--- src/rtl/adc_cond_pkg.sv ---
// Shared definitions for the ADC conditioning block: FSM states, code
// width, default tuning values and a small magnitude helper.
package adc_cond_pkg;

    localparam int ADC_W          = 12;
    localparam int DIFF_W         = 13;
    localparam int CAL_SHIFT_DEF  = 8;
    localparam int AVG_SHIFT_DEF  = 3;
    localparam int TRIP_LEVEL_DEF = 1800;

    typedef enum logic {
        ST_CAL = 1'b0,
        ST_RUN = 1'b1
    } cond_state_e;

    // Magnitude of an offset-corrected difference; the range is -4095..+4095
    // so the negation never overflows 13 bits.
    function automatic logic [DIFF_W-1:0] abs_diff(input logic signed [DIFF_W-1:0] v);
        logic signed [DIFF_W-1:0] neg;
        neg = -v;
        return v[DIFF_W-1] ? neg : v;
    endfunction

endpackage

--- src/rtl/adc_conditioner_if.sv ---
// Sample/control bundle between the ADC front end and the conditioner.
interface adc_conditioner_if;
    import adc_cond_pkg::*;

    logic [15:0]      adc_value;
    logic             adc_valid;
    logic             recal;
    logic             trip_clear;
    logic [15:0]      sample_out;
    logic             sample_valid;
    logic [ADC_W-1:0] offset;
    logic             cal_done;
    logic             trip;

    modport master (
        output adc_value, adc_valid, recal, trip_clear,
        input  sample_out, sample_valid, offset, cal_done, trip
    );

    modport slave (
        input  adc_value, adc_valid, recal, trip_clear,
        output sample_out, sample_valid, offset, cal_done, trip
    );

endinterface

--- src/rtl/adc_conditioner_avg_ring.sv ---
// Moving-average history: DEPTH entries with a single pointer that marks
// both the oldest entry (read) and the slot the next sample overwrites.
module avg_ring #(
    parameter int DEPTH = 8,
    parameter int WIDTH = 13
) (
    input  logic             clk,
    input  logic             rst_n,
    input  logic             clr,
    input  logic             wr_en,
    input  logic [WIDTH-1:0] wr_data,
    output logic [WIDTH-1:0] rd_data
);
    localparam int PTR_W = $clog2(DEPTH);

    logic [PTR_W-1:0] ptr_r;
    logic [WIDTH-1:0] mem_r [DEPTH];

    assign rd_data = mem_r[ptr_r];

    // Pointer: cleared on window restart, advances once per written sample.
    always_ff @(posedge clk or negedge rst_n) begin
        if (!rst_n) begin
            ptr_r <= {PTR_W{1'b0}};
        end else if (clr) begin
            ptr_r <= {PTR_W{1'b0}};
        end else if (wr_en) begin
            ptr_r <= (ptr_r == PTR_W'(DEPTH - 1)) ? {PTR_W{1'b0}} : ptr_r + PTR_W'(1);
        end
    end

    // Storage: zeroed on window restart so the average ramps from zero.
    always_ff @(posedge clk) begin
        if (clr) begin
            for (int i = 0; i < DEPTH; i++) begin
                mem_r[i] <= {WIDTH{1'b0}};
            end
        end else if (wr_en) begin
            mem_r[ptr_r] <= wr_data;
        end
    end

endmodule

--- src/rtl/adc_conditioner.sv ---
// ADC conditioner: averages 2^CAL_SHIFT samples to find the zero offset,
// then streams offset-corrected, moving-averaged samples with a latched
// overcurrent trip. Two register stages from adc_valid to sample_valid.
module adc_conditioner
    import adc_cond_pkg::*;
#(
    parameter int CAL_SHIFT  = CAL_SHIFT_DEF,
    parameter int AVG_SHIFT  = AVG_SHIFT_DEF,
    parameter int TRIP_LEVEL = TRIP_LEVEL_DEF
) (
    input  logic              clk_80_mhz,
    input  logic              rst_n,
    adc_conditioner_if.slave  bus
);
    localparam int ACC_W = ADC_W + CAL_SHIFT;
    localparam int SUM_W = DIFF_W + AVG_SHIFT;
    localparam int DEPTH = 1 << AVG_SHIFT;
    localparam logic [DIFF_W-1:0] TRIP_LIM = DIFF_W'(TRIP_LEVEL);

    cond_state_e              state_r;
    logic [ACC_W-1:0]         acc_r;
    logic [CAL_SHIFT-1:0]     cnt_r;
    logic [ADC_W-1:0]         offset_r;
    logic                     cal_done_r;

    logic                     v1_r;
    logic signed [DIFF_W-1:0] diff_r;
    logic                     over_r;

    logic signed [SUM_W-1:0]  sum_r;
    logic [15:0]              sample_out_r;
    logic                     sample_valid_r;
    logic                     trip_r;

    logic [ADC_W-1:0]         code_s;
    logic                     take_s;
    logic                     cal_last_s;
    logic                     ring_clr_s;
    logic                     wr_en_s;
    logic [ACC_W-1:0]         acc_next_s;
    logic signed [DIFF_W-1:0] diff_s;
    logic                     over_s;
    logic signed [DIFF_W-1:0] oldest_s;
    logic signed [SUM_W-1:0]  sum_next_s;
    logic signed [SUM_W-1:0]  avg_s;
    logic                     unused_bits_s;

    // Datapath and control decodes for the current cycle.
    always_comb begin
        code_s        = bus.adc_value[ADC_W-1:0];
        unused_bits_s = ^bus.adc_value[15:ADC_W];
        take_s        = bus.adc_valid & ~bus.recal;
        cal_last_s    = (state_r == ST_CAL) & take_s & (cnt_r == {CAL_SHIFT{1'b1}});
        ring_clr_s    = bus.recal | cal_last_s;
        wr_en_s       = v1_r & ~bus.recal;
        acc_next_s    = acc_r + ACC_W'(code_s);
        diff_s        = $signed({1'b0, code_s}) - $signed({1'b0, offset_r});
        over_s        = abs_diff(diff_s) > TRIP_LIM;
        sum_next_s    = sum_r + SUM_W'(diff_r) - SUM_W'(oldest_s);
        avg_s         = sum_next_s >>> AVG_SHIFT;
    end

    // Calibration FSM: accumulate in CAL, load the offset on the last sample.
    always_ff @(posedge clk_80_mhz or negedge rst_n) begin
        if (!rst_n) begin
            state_r    <= ST_CAL;
            acc_r      <= {ACC_W{1'b0}};
            cnt_r      <= {CAL_SHIFT{1'b0}};
            offset_r   <= {ADC_W{1'b0}};
            cal_done_r <= 1'b0;
        end else if (bus.recal) begin
            state_r    <= ST_CAL;
            acc_r      <= {ACC_W{1'b0}};
            cnt_r      <= {CAL_SHIFT{1'b0}};
            cal_done_r <= 1'b0;
        end else begin
            case (state_r)
                ST_CAL: begin
                    if (cal_last_s) begin
                        offset_r   <= acc_next_s[ACC_W-1:CAL_SHIFT];
                        acc_r      <= {ACC_W{1'b0}};
                        cnt_r      <= {CAL_SHIFT{1'b0}};
                        state_r    <= ST_RUN;
                        cal_done_r <= 1'b1;
                    end else if (bus.adc_valid) begin
                        acc_r <= acc_next_s;
                        cnt_r <= cnt_r + CAL_SHIFT'(1);
                    end
                end
                ST_RUN: begin
                    cal_done_r <= 1'b1;
                end
                default: begin
                    state_r    <= ST_CAL;
                    cal_done_r <= 1'b0;
                end
            endcase
        end
    end

    // Stage 1: offset correction and trip-threshold compare of RUN samples.
    always_ff @(posedge clk_80_mhz or negedge rst_n) begin
        if (!rst_n) begin
            v1_r   <= 1'b0;
            diff_r <= {DIFF_W{1'b0}};
            over_r <= 1'b0;
        end else begin
            v1_r   <= (state_r == ST_RUN) & take_s;
            diff_r <= diff_s;
            over_r <= over_s;
        end
    end

    avg_ring #(
        .DEPTH (DEPTH),
        .WIDTH (DIFF_W)
    ) u_ring (
        .clk     (clk_80_mhz),
        .rst_n   (rst_n),
        .clr     (ring_clr_s),
        .wr_en   (wr_en_s),
        .wr_data (diff_r),
        .rd_data (oldest_s)
    );

    // Stage 2: running sum, averaged output and trip latch; recal drops
    // whatever sits in stage 1.
    always_ff @(posedge clk_80_mhz or negedge rst_n) begin
        if (!rst_n) begin
            sum_r          <= {SUM_W{1'b0}};
            sample_out_r   <= 16'd0;
            sample_valid_r <= 1'b0;
            trip_r         <= 1'b0;
        end else begin
            sample_valid_r <= wr_en_s;
            if (ring_clr_s) begin
                sum_r <= {SUM_W{1'b0}};
            end else if (wr_en_s) begin
                sum_r <= sum_next_s;
            end
            if (wr_en_s) begin
                sample_out_r <= 16'(avg_s);
            end
            if (wr_en_s & over_r) begin
                trip_r <= 1'b1;
            end else if (bus.trip_clear) begin
                trip_r <= 1'b0;
            end
        end
    end

    assign bus.sample_out   = sample_out_r;
    assign bus.sample_valid = sample_valid_r;
    assign bus.offset       = offset_r;
    assign bus.cal_done     = cal_done_r;
    assign bus.trip         = trip_r;

endmodule

--- src/flat_wrapper.sv ---
// flat-port wrapper written by rule: the top's interface ports become plain ports
module adc_conditioner_flat import adc_cond_pkg::*;
#(
    parameter int CAL_SHIFT  = CAL_SHIFT_DEF,
    parameter int AVG_SHIFT  = AVG_SHIFT_DEF,
    parameter int TRIP_LEVEL = TRIP_LEVEL_DEF
)
  (clk_80_mhz, rst_n, bus_adc_value, bus_adc_valid, bus_recal, bus_trip_clear, bus_sample_out, bus_sample_valid, bus_offset, bus_cal_done, bus_trip);
  adc_conditioner_if bus_i ();
  input  logic clk_80_mhz;
  input  logic rst_n;
  input wire logic [$bits(bus_i.adc_value)-1:0] bus_adc_value;
  input wire logic [$bits(bus_i.adc_valid)-1:0] bus_adc_valid;
  input wire logic [$bits(bus_i.recal)-1:0] bus_recal;
  input wire logic [$bits(bus_i.trip_clear)-1:0] bus_trip_clear;
  output wire logic [$bits(bus_i.sample_out)-1:0] bus_sample_out;
  output wire logic [$bits(bus_i.sample_valid)-1:0] bus_sample_valid;
  output wire logic [$bits(bus_i.offset)-1:0] bus_offset;
  output wire logic [$bits(bus_i.cal_done)-1:0] bus_cal_done;
  output wire logic [$bits(bus_i.trip)-1:0] bus_trip;
  assign bus_i.adc_value = bus_adc_value;
  assign bus_i.adc_valid = bus_adc_valid;
  assign bus_i.recal = bus_recal;
  assign bus_i.trip_clear = bus_trip_clear;
  assign bus_sample_out = bus_i.sample_out;
  assign bus_sample_valid = bus_i.sample_valid;
  assign bus_offset = bus_i.offset;
  assign bus_cal_done = bus_i.cal_done;
  assign bus_trip = bus_i.trip;
  adc_conditioner #(.CAL_SHIFT(CAL_SHIFT), .AVG_SHIFT(AVG_SHIFT), .TRIP_LEVEL(TRIP_LEVEL)) u_core (.clk_80_mhz(clk_80_mhz), .rst_n(rst_n), .bus(bus_i));
endmodule
--- config.mk ---
export PLATFORM = sky130hd
export DESIGN_NAME = adc_conditioner_flat
export DESIGN_NICKNAME = d
export VERILOG_FILES = /design/src/rtl/adc_cond_pkg.sv /design/src/rtl/adc_conditioner_if.sv /design/src/rtl/adc_conditioner_avg_ring.sv /design/src/rtl/adc_conditioner.sv /design/src/flat_wrapper.sv
export SDC_FILE = /design/constraint.sdc
export NUM_CORES = 1
export LEC_CHECK = 0
export ABC_AREA = 1
export BUFFER_PORTS_ARGS = -buffer_cell sky130_fd_sc_hd__clkbuf_2
export CORE_MARGIN = 4
export CORE_UTILIZATION = 65
export CTS_CLUSTER_DIAMETER = 30
export DETAILED_ROUTE_END_ITERATION = 10
export GPL_ROUTABILITY_DRIVEN = 0
export HOLD_SLACK_MARGIN = 0.12
export PLACE_DENSITY = 0.84
export SYNTH_ARGS = -nofsm -noshare
export SYNTH_HDL_FRONTEND = slang
export SYNTH_SLANG_ARGS = --single-unit
--- constraint.sdc ---
create_clock -name clk_80_mhz -period 10.3 [get_ports clk_80_mhz]
set_input_delay 0.515 -clock clk_80_mhz [delete_from_list [all_inputs] [get_ports clk_80_mhz]]
set_output_delay 0.515 -clock clk_80_mhz [all_outputs]
set_load 0.02 [all_outputs]
==> results of run 1 <==
## critical path, cell delays in order (launching register included)
cell and delay (ps):
dfrtp_1 410, inv_1 150, nand3_1 120, inv_1 240, a22o_1 300, a221oi_1 320, nand4_1 210, fa_1 530
inv_1 40, ha_1 340, nand2_1 60, o21ai_0 510, a21oi_1 280, o21a_1 240, inv_1 70, a21oi_1 70
o21ai_0 190, o22ai_2 100
## sequential cells by signal, indices dropped and copies added (netlist names)
register and flops:
u_core.u_ring.mem_r 104, u_core.over_r 1, u_core.bus.cal_done 1, u_core.bus.trip 1, u_core.diff_r 13, u_core.bus.offset 12, u_core.acc_r 20, u_core.cnt_r 8
u_core.bus.sample_valid 1, u_core.sum_r 16, u_core.v1_r 1, u_core.bus.sample_out 13, u_core.state_r 1, u_core.u_ring.ptr_r 3
## per-stage QoR
| step | std cells | cell area [um2] | power (mW) |
|---|---|---|---|
| after floorplan | 1191 | 10700 | 1.06 |
| after global routing | 1459 | 11600 | 1.84 |
| after global placement | 1426 | 11100 | 1.12 |
| after detailed placement | 1426 | 11100 | 1.13 |
| final | 1459 | 11600 | 1.78 |
| after CTS | 1459 | 11600 | 1.78 |
## cells by family after synthesis
kind of cell	Yosys count
AO/OA/AOI/OAI	174
adder cells (fa/ha/maj)	61
flip-flops	195
XOR/XNOR	18
AND/OR/NAND/NOR	538
buffers and inverters	205
## power by group through the flow
stage	Combinational, mW	Sequential (mW)	Clock, mW
3_3_place_gp	0.230	0.888	0
6_report	0.247	0.875	0.657
3_5_place_dp	0.240	0.890	0
5_1_grt	0.279	0.878	0.688
2_1_floorplan	0.176	0.886	0
4_1_cts	0.245	0.874	0.657
## repair_timing
item	4_1_cts	5_1_grt
gates resized for setup	0	0
hold buffers	1	0
endpoints found under the hold margin	24	0
setup endpoints to repair	0	0
## layout make-up
cell class                 instances  area, um2
fill                            1177       4360
tap                              216        270
clock buffer                      18        429
sequential                       195       5400
inverter                         175        657
clock inverter                    14        144
multi-input combinational        791       4470
timing repair buffer              50        263
## routing by layer
metal / vias to the layer above / wire length [um] / track usage
li1: 4049 / - / -
met3: 54 / 1550 / 0.0392
met1: 4036 / 10100 / 0.358
met4: 0 / 635 / 0.105
met2: 333 / 12600 / 0.492
met5: - / 0 / 0
## cells in the final DEF (no fill, tap or decap), drive strengths merged, types with 8 or more instances in the layout
cell type	n
fa	17
nand2	271
nand4	25
edfxtp	104
inv	166
o21ai	58
clkinv	20
nor2	151
ha	44
a22o	16
a22oi	13
nand3b	8
o22ai	11
a21oi	44
dfrtp	91
clkbuf	64
nor3	8
a221oi	12
nand3	73
xor2	11
## worst paths after layout
path                                                        endpoint  slack (ps)  depth (start not counted)
max in group asynchronous         u_core.u_ring.ptr_r[2]$_DFFE_PN0P_        8590                          3
worst max-delay path                     u_core.sum_r[9]$_DFFE_PN0P_        5970                         17
min in group asynchronous                u_core.acc_r[0]$_DFFE_PN0P_         530                          2
worst max register to register           u_core.sum_r[9]$_DFFE_PN0P_        5970                         17
worst min-delay path                     u_core.bus.trip$_DFFE_PN0P_         260                          2
worst min register to register  u_core.bus.sample_out[6]$_DFFE_PN0P_         480                          2
==> run summary, run 1 <==
Final HPWL DP -> 17.7 mm
Initial Util -> 0.668
Simple-Gate Fraction of Synth Area -> 0.215
Largest net degree at the start of global routing -> 68
Die Wd -> 136 um
Sequential fraction of the synthesis area -> 0.505
Adder-cell share of the synthesized area -> 0.0834
Share of layout cells above drive strength 1 -> 0.0965
Final hold slack -> 262 ps
Final Max Slew Viols -> 0
Post-synth EDFFs -> 104
Prevailing post-synth register cell -> edfxtp_1
Initial DRC Count -> 806
Total congestion overflow -> 0
Setup violators final -> 0
Top Ports -> 52
Compound-Gate Fraction of Synth Area -> 0.105
Leakage -> 5.47 nW
Sw frac -> 0.282
FF+latch count, synth -> 195
DR DRC count -> 0
Min Tclk post-route -> 4330 ps
DRT Pass-1 Iters -> 5
Status -> finished clean
Fmax -> 231 MHz
Postcts setup bufs -> 0
Synth cell types -> 46
Fin. Hold Viols -> 0
Synth Instances -> 1191
PwrDens -> 153 mW/mm2
Async S/R FF share, synth -> 0.467
CP Data Required Time -> 10600 ps
CTS tree -> done
Unrepaired setup endpoints after global routing -> false
Clock Power Share -> 0.369
Routed len/inst -> 17.1 um
Share of power burned in registers -> 0.492
Vias per cell -> 5.81
PortBufs -> 47
Pre-CTS WS -> 6070 ps
Via count -> 8472
Final net count -> 1312
Largest family of logic cells by synthesized area -> simple AND/OR/NAND/NOR gates
Antenna violations before repair -> 0
Core area -> 0.0160 mm2
Final wirelength -> 24.9 mm
Cell Area, Synth -> 0.0107 mm2
CTS root buf -> clkbuf_16
HP Class -> input pin to flop
Startpoint types -> flop
Int Pwr -> 1.28 mW
Global-route wire length before repair -> 40.6 mm
# rows -> 46
Slew of the pin with the lowest slew margin -> 937 ps
Syn nets -> 1273
CTS max path bufs -> 2
Worst EP arrival -> 4620 ps
Top-count cell post-synth -> nand2_1
Leading area contributor after synthesis -> edfxtp_1
Crit end category -> flop
Die area -> 0.0186 mm2
Finished Core Util -> 0.727
Worst reg2reg startpoint -> u_core.u_ring.ptr_r[1]$_DFFE_PN0P_
Clock Skew -> 11.9 ps
Setup TNS -> 0 ps
Maximum VDD drop -> 0.132 mV
CTS Buf Count -> 17
Die height -> 136 um
Post-synth top cells -> 261 x nand2_1, 152 x inv_1, 144 x nor2_1
Post-synthesis mux area share -> 0
Total GRT Usage -> 0.281
H-tree levels -> 4
Post-Synth XOR/XNOR Area -> 0.0148
Min-delay src -> bus_trip_clear
Synth warn -> 0
Number of global-route vias before repair -> 8416
Post-synth top area share -> 0.292
CP Max Fanout -> 14
Max-cap violations -> 0
Switching Power -> 0.501 mW
CP startpoint -> u_core.u_ring.ptr_r[1]$_DFFE_PN0P_
Clock sink count -> 195
Synth area leaders -> edfxtp_1 29%, dfrtp_1 21%, nand2_1 9.2%
Average instance area after synthesis -> 8.97 um2
Clock slew at reported path FFs -> 70 ps
Area grow syn2layout -> 8.89%
Setup CP Type -> flop to flop
Rel. slew slack -> 0.372
Combinational share of power -> 0.139
Period utilisation layout -> 0.420
Final setup margin -> 5970 ps
# diodes -> 0
Clk_lat worst skew -> 440 ps
Final antenna-violating net count -> 0
Power figures use the tool's default switching activity.
==> inputs of run 2 (changes only) <==
--- a/config.mk
+++ b/config.mk
@@ -5,15 +5,15 @@
 export SDC_FILE = /design/constraint.sdc
 export NUM_CORES = 1
 export LEC_CHECK = 0
-export ABC_AREA = 1
+export ABC_AREA = 0
 export BUFFER_PORTS_ARGS = -buffer_cell sky130_fd_sc_hd__clkbuf_2
 export CORE_MARGIN = 4
-export CORE_UTILIZATION = 65
+export CORE_UTILIZATION = 62
 export CTS_CLUSTER_DIAMETER = 30
 export DETAILED_ROUTE_END_ITERATION = 10
 export GPL_ROUTABILITY_DRIVEN = 0
 export HOLD_SLACK_MARGIN = 0.12
-export PLACE_DENSITY = 0.84
+export PLACE_DENSITY = 0.8
 export SYNTH_ARGS = -nofsm -noshare
 export SYNTH_HDL_FRONTEND = slang
 export SYNTH_SLANG_ARGS = --single-unit
==> constraint.sdc (replaced) <==
create_clock -name clk_80_mhz -period 4.4 [get_ports clk_80_mhz]
set_input_delay 0.22 -clock clk_80_mhz [delete_from_list [all_inputs] [get_ports clk_80_mhz]]
set_output_delay 0.22 -clock clk_80_mhz [all_outputs]
set_load 0.02 [all_outputs]
==> run summary, run 2 <==
Met3 WL -> 1.77 mm (+14%)
Top-count cell post-synth -> edfxtp_1
Post-synth EDFFs -> 104 (unchanged)
CP startpoint -> u_core.u_ring.ptr_r[2]$_DFFE_PN0P_
CP Max Fanout -> 33 (+19)
Reg2reg end -> u_core.sum_r[14]$_DFFE_PN0P_
Cell Area, Synth -> 0.0111 mm2 (+3.4%)
Most common cell after layout, fill and taps aside -> edfxtp_1
H-tree levels -> 4 (unchanged)
Startpoint types -> flop
Setup TNS -> 0 ps (unchanged)
Largest regs -> u_core.u_ring.mem_r: 104 flops, u_core.acc_r: 20 flops, u_core.sum_r: 16 flops
Initial Util -> 0.637 (-0.0312)
Clock sink count -> 195 (unchanged)
FF+latch count, synth -> 195 (unchanged)
Most frequent cells in the layout -> 104 x edfxtp_1, 90 x dfrtp_1, 77 x inv_1, 65 x nand2_1, 61 x nor2_1
CP Data Required Time -> 4750 ps (-5850 ps)
Via count -> 8309 (-1.9%)
Status -> finished clean
Top Ports -> 52 (unchanged)
Dpl cells -> 1287 (-9.7%)
R2R depth -> 15 (-2)
Antenna violations before repair -> 0 (unchanged)
Worst EP arrival -> 4580 ps (-40 ps)
CTS root buf -> clkbuf_16
Synth cell types -> 78 (+70%)
Setup CP Type -> flop to flop
Area grow syn2layout -> 11.0%
Fin cells -> 1323 (-9.3%)
Fmax -> 236 MHz (+2.1%)
DR DRC count -> 0 (unchanged)
Number of global-route vias before repair -> 8074 (-4.1%)
Final wirelength -> 25.8 mm (+3.5%)
Post-route cell area -> 0.0123 mm2 (+5.4%)
Prevailing post-synth register cell -> edfxtp_1
CTS tree -> done
Rel. slew slack -> 0.229 (-0.143)
CTS max path bufs -> 2 (unchanged)
Max-cap violations -> 0 (unchanged)
PortBufs -> 47 (unchanged)
Die Wd -> 142 um (+3.9%)
Synth warn -> 0 (unchanged)
HP Class -> input pin to flop
Async S/R FF share, synth -> 0.467 (unchanged)
R2r setup slk -> 170 ps (-5810 ps)
Global-route wire length before repair -> 41.9 mm (+3.1%)
Maximum VDD drop -> 0.298 mV (+130%)
Worst Hold Depth -> 3 (+1)
Die area -> 0.0200 mm2 (+7.9%)
Max reg flops -> 104 (unchanged)
Final Max Slew Viols -> 0 (unchanged)
Clock slew at reported path FFs -> 70 ps (about the same)
Synth area leaders -> edfxtp_1 28%, dfrtp_1 21%, ha_1 5.0%
Clk_lat worst skew -> 440 ps (about the same)
Final antenna-violating net count -> 0 (unchanged)
Worst reg2reg startpoint -> u_core.u_ring.ptr_r[2]$_DFFE_PN0P_
Clock Skew -> 11.5 ps (-0.320 ps)
Synth Instances -> 1048 (-12%)
Final setup margin -> 166 ps (-5810 ps)
Met2 Wirelength -> 12.3 mm (-2.7%)
Top Layer Used -> met4
Final net count -> 1167 (-11%)
Slew of the pin with the lowest slew margin -> 1150 ps (+217 ps)
Vias per cell -> 6.28 (+8.2%)
Final HPWL DP -> 17.8 mm (+0.32%)
DRT Pass-1 Iters -> 5 (unchanged)
# rows -> 48 (+4.3%)
Routed len/inst -> 19.5 um (+14%)
Largest net degree at the start of global routing -> 48 (-29%)
Pre-CTS WS -> 177 ps (-5900 ps)
Reg with most FFs -> u_core.u_ring.mem_r
Fin. Hold Viols -> 0 (unchanged)
Average instance area after synthesis -> 10.5 um2 (+18%)
Syn nets -> 1130 (-11%)
Period utilisation layout -> 0.962 (+0.542)
Setup violators final -> 0 (unchanged)
Sequential fraction of the synthesis area -> 0.489 (-0.0166)
Min Tclk post-route -> 4230 ps (-91.0 ps)
Total GRT Usage -> 0.264 (-0.0169)
Initial DRC Count -> 740 (-8.2%)
CTS Buf Count -> 17 (unchanged)
Core area -> 0.0174 mm2 (+8.5%)
Fill cells -> 1221 (+3.7%)
Leakage -> 4.97 nW (-9.2%)
Crit end category -> flop
Total congestion overflow -> 0 (unchanged)
Post-synth top area share -> 0.283 (-0.00963)
Share of layout cells above drive strength 1 -> 0.149 (+0.0528)
# diodes -> 0 (unchanged)
WL met1 -> 11.2 mm (+11%)
Unrepaired setup endpoints after global routing -> false
Postcts setup bufs -> 0 (unchanged)
Leading area contributor after synthesis -> edfxtp_1
PwrDens -> 360 mW/mm2 (+140%)
Worst setup path end -> u_core.sum_r[14]$_DFFE_PN0P_
Area after DPL -> 0.0116 mm2 (+4.8%)
Post-synth top cells -> 104 x edfxtp_1, 91 x dfrtp_1, 77 x inv_1
Die height -> 142 um (+3.9%)
[run 2: worst min path at each step]
stage | from | end | slack, ps
after detailed placement | rst_n | u_core.bus.sample_out[4]$_DFFE_PN0P_ | 260
after CTS | bus_adc_value[0] | u_core.acc_r[0]$_DFFE_PN0P_ | 170
final | bus_adc_value[0] | u_core.acc_r[0]$_DFFE_PN0P_ | 160
after global placement | rst_n | u_core.bus.sample_out[5]$_DFFE_PN0P_ | 250
after global routing | bus_adc_value[0] | u_core.acc_r[0]$_DFFE_PN0P_ | 190
after floorplan | rst_n | u_core.acc_r[0]$_DFFE_PN0P_ | -80
[run 2: layer usage]
| metal | GRT usage | vias to the layer above |
|---|---|---|
| met1 | 0.374 | 4055 |
| met3 | 0.0492 | 49 |
| met4 | 0.0778 | 0 |
| met2 | 0.422 | 318 |
| met5 | 0 | - |
| li1 | - | 3887 |
[run 2: through the flow]
step | utilization | power (mW) | hold WS [ps]
detailed placement | 0.667 | 2.75 | 258
global route | 0.707 | 4.60 | 189
global placement | 0.667 | 2.73 | 253
floorplan | - | 2.56 | -75.6
CTS | 0.706 | 4.42 | 167
finish | 0.707 | 4.42 | 163
[run 2: logic make-up after synthesis]
| group | count (synthesis) | synth area share |
|---|---|---|
| fa+ha+maj | 61 | 0.0806 |
| mux | 45 | 0.0498 |
| simple gates | 334 | 0.157 |
| xor+xnor | 43 | 0.0341 |
| buf+inv | 158 | 0.0574 |
| flops | 195 | 0.489 |
| compound gates | 212 | 0.133 |
[run 2: critical path, stage by stage, from the launching register on]
cell      delay [ps]
dfrtp_2          530
buf_12           220
nor2b_1          150
a22oi_1          220
o221ai_1         220
fa_1             530
inv_1             70
fa_1             460
a21o_1           180
a21oi_1          230
o21bai_1         140
a31o_2           290
a221oi_2         290
a211o_1          220
mux2_2           340
o31ai_1           60
[run 2: layout make-up]
type                    count  area, um2  area share
clock buffers              22        474      0.0387
clock inverters            10        169      0.0138
inverters                  93        352      0.0287
multi-input cells         695       5050       0.411
flip-flops and latches    195       5400       0.440
well taps                 225        282      0.0229
repair buffers             83        543      0.0443
[run 2: repair_timing]
action,4_1_cts,5_1_grt
hold buffers,4,0
hold endpoints to repair,48,0
setup endpoints to repair,0,3
gates resized for setup,0,1
[run 2: where the power goes]
part / switching (mW) / internal (mW) / total (mW) / leakage [nW]
combinational: 0.424 / 0.254 / 0.677 / 2.47
clock: 0.691 / 1.00 / 1.70 / 0.304
sequential: 0.0422 / 2.01 / 2.05 / 2.20
total: 1.16 / 3.27 / 4.42 / 4.97
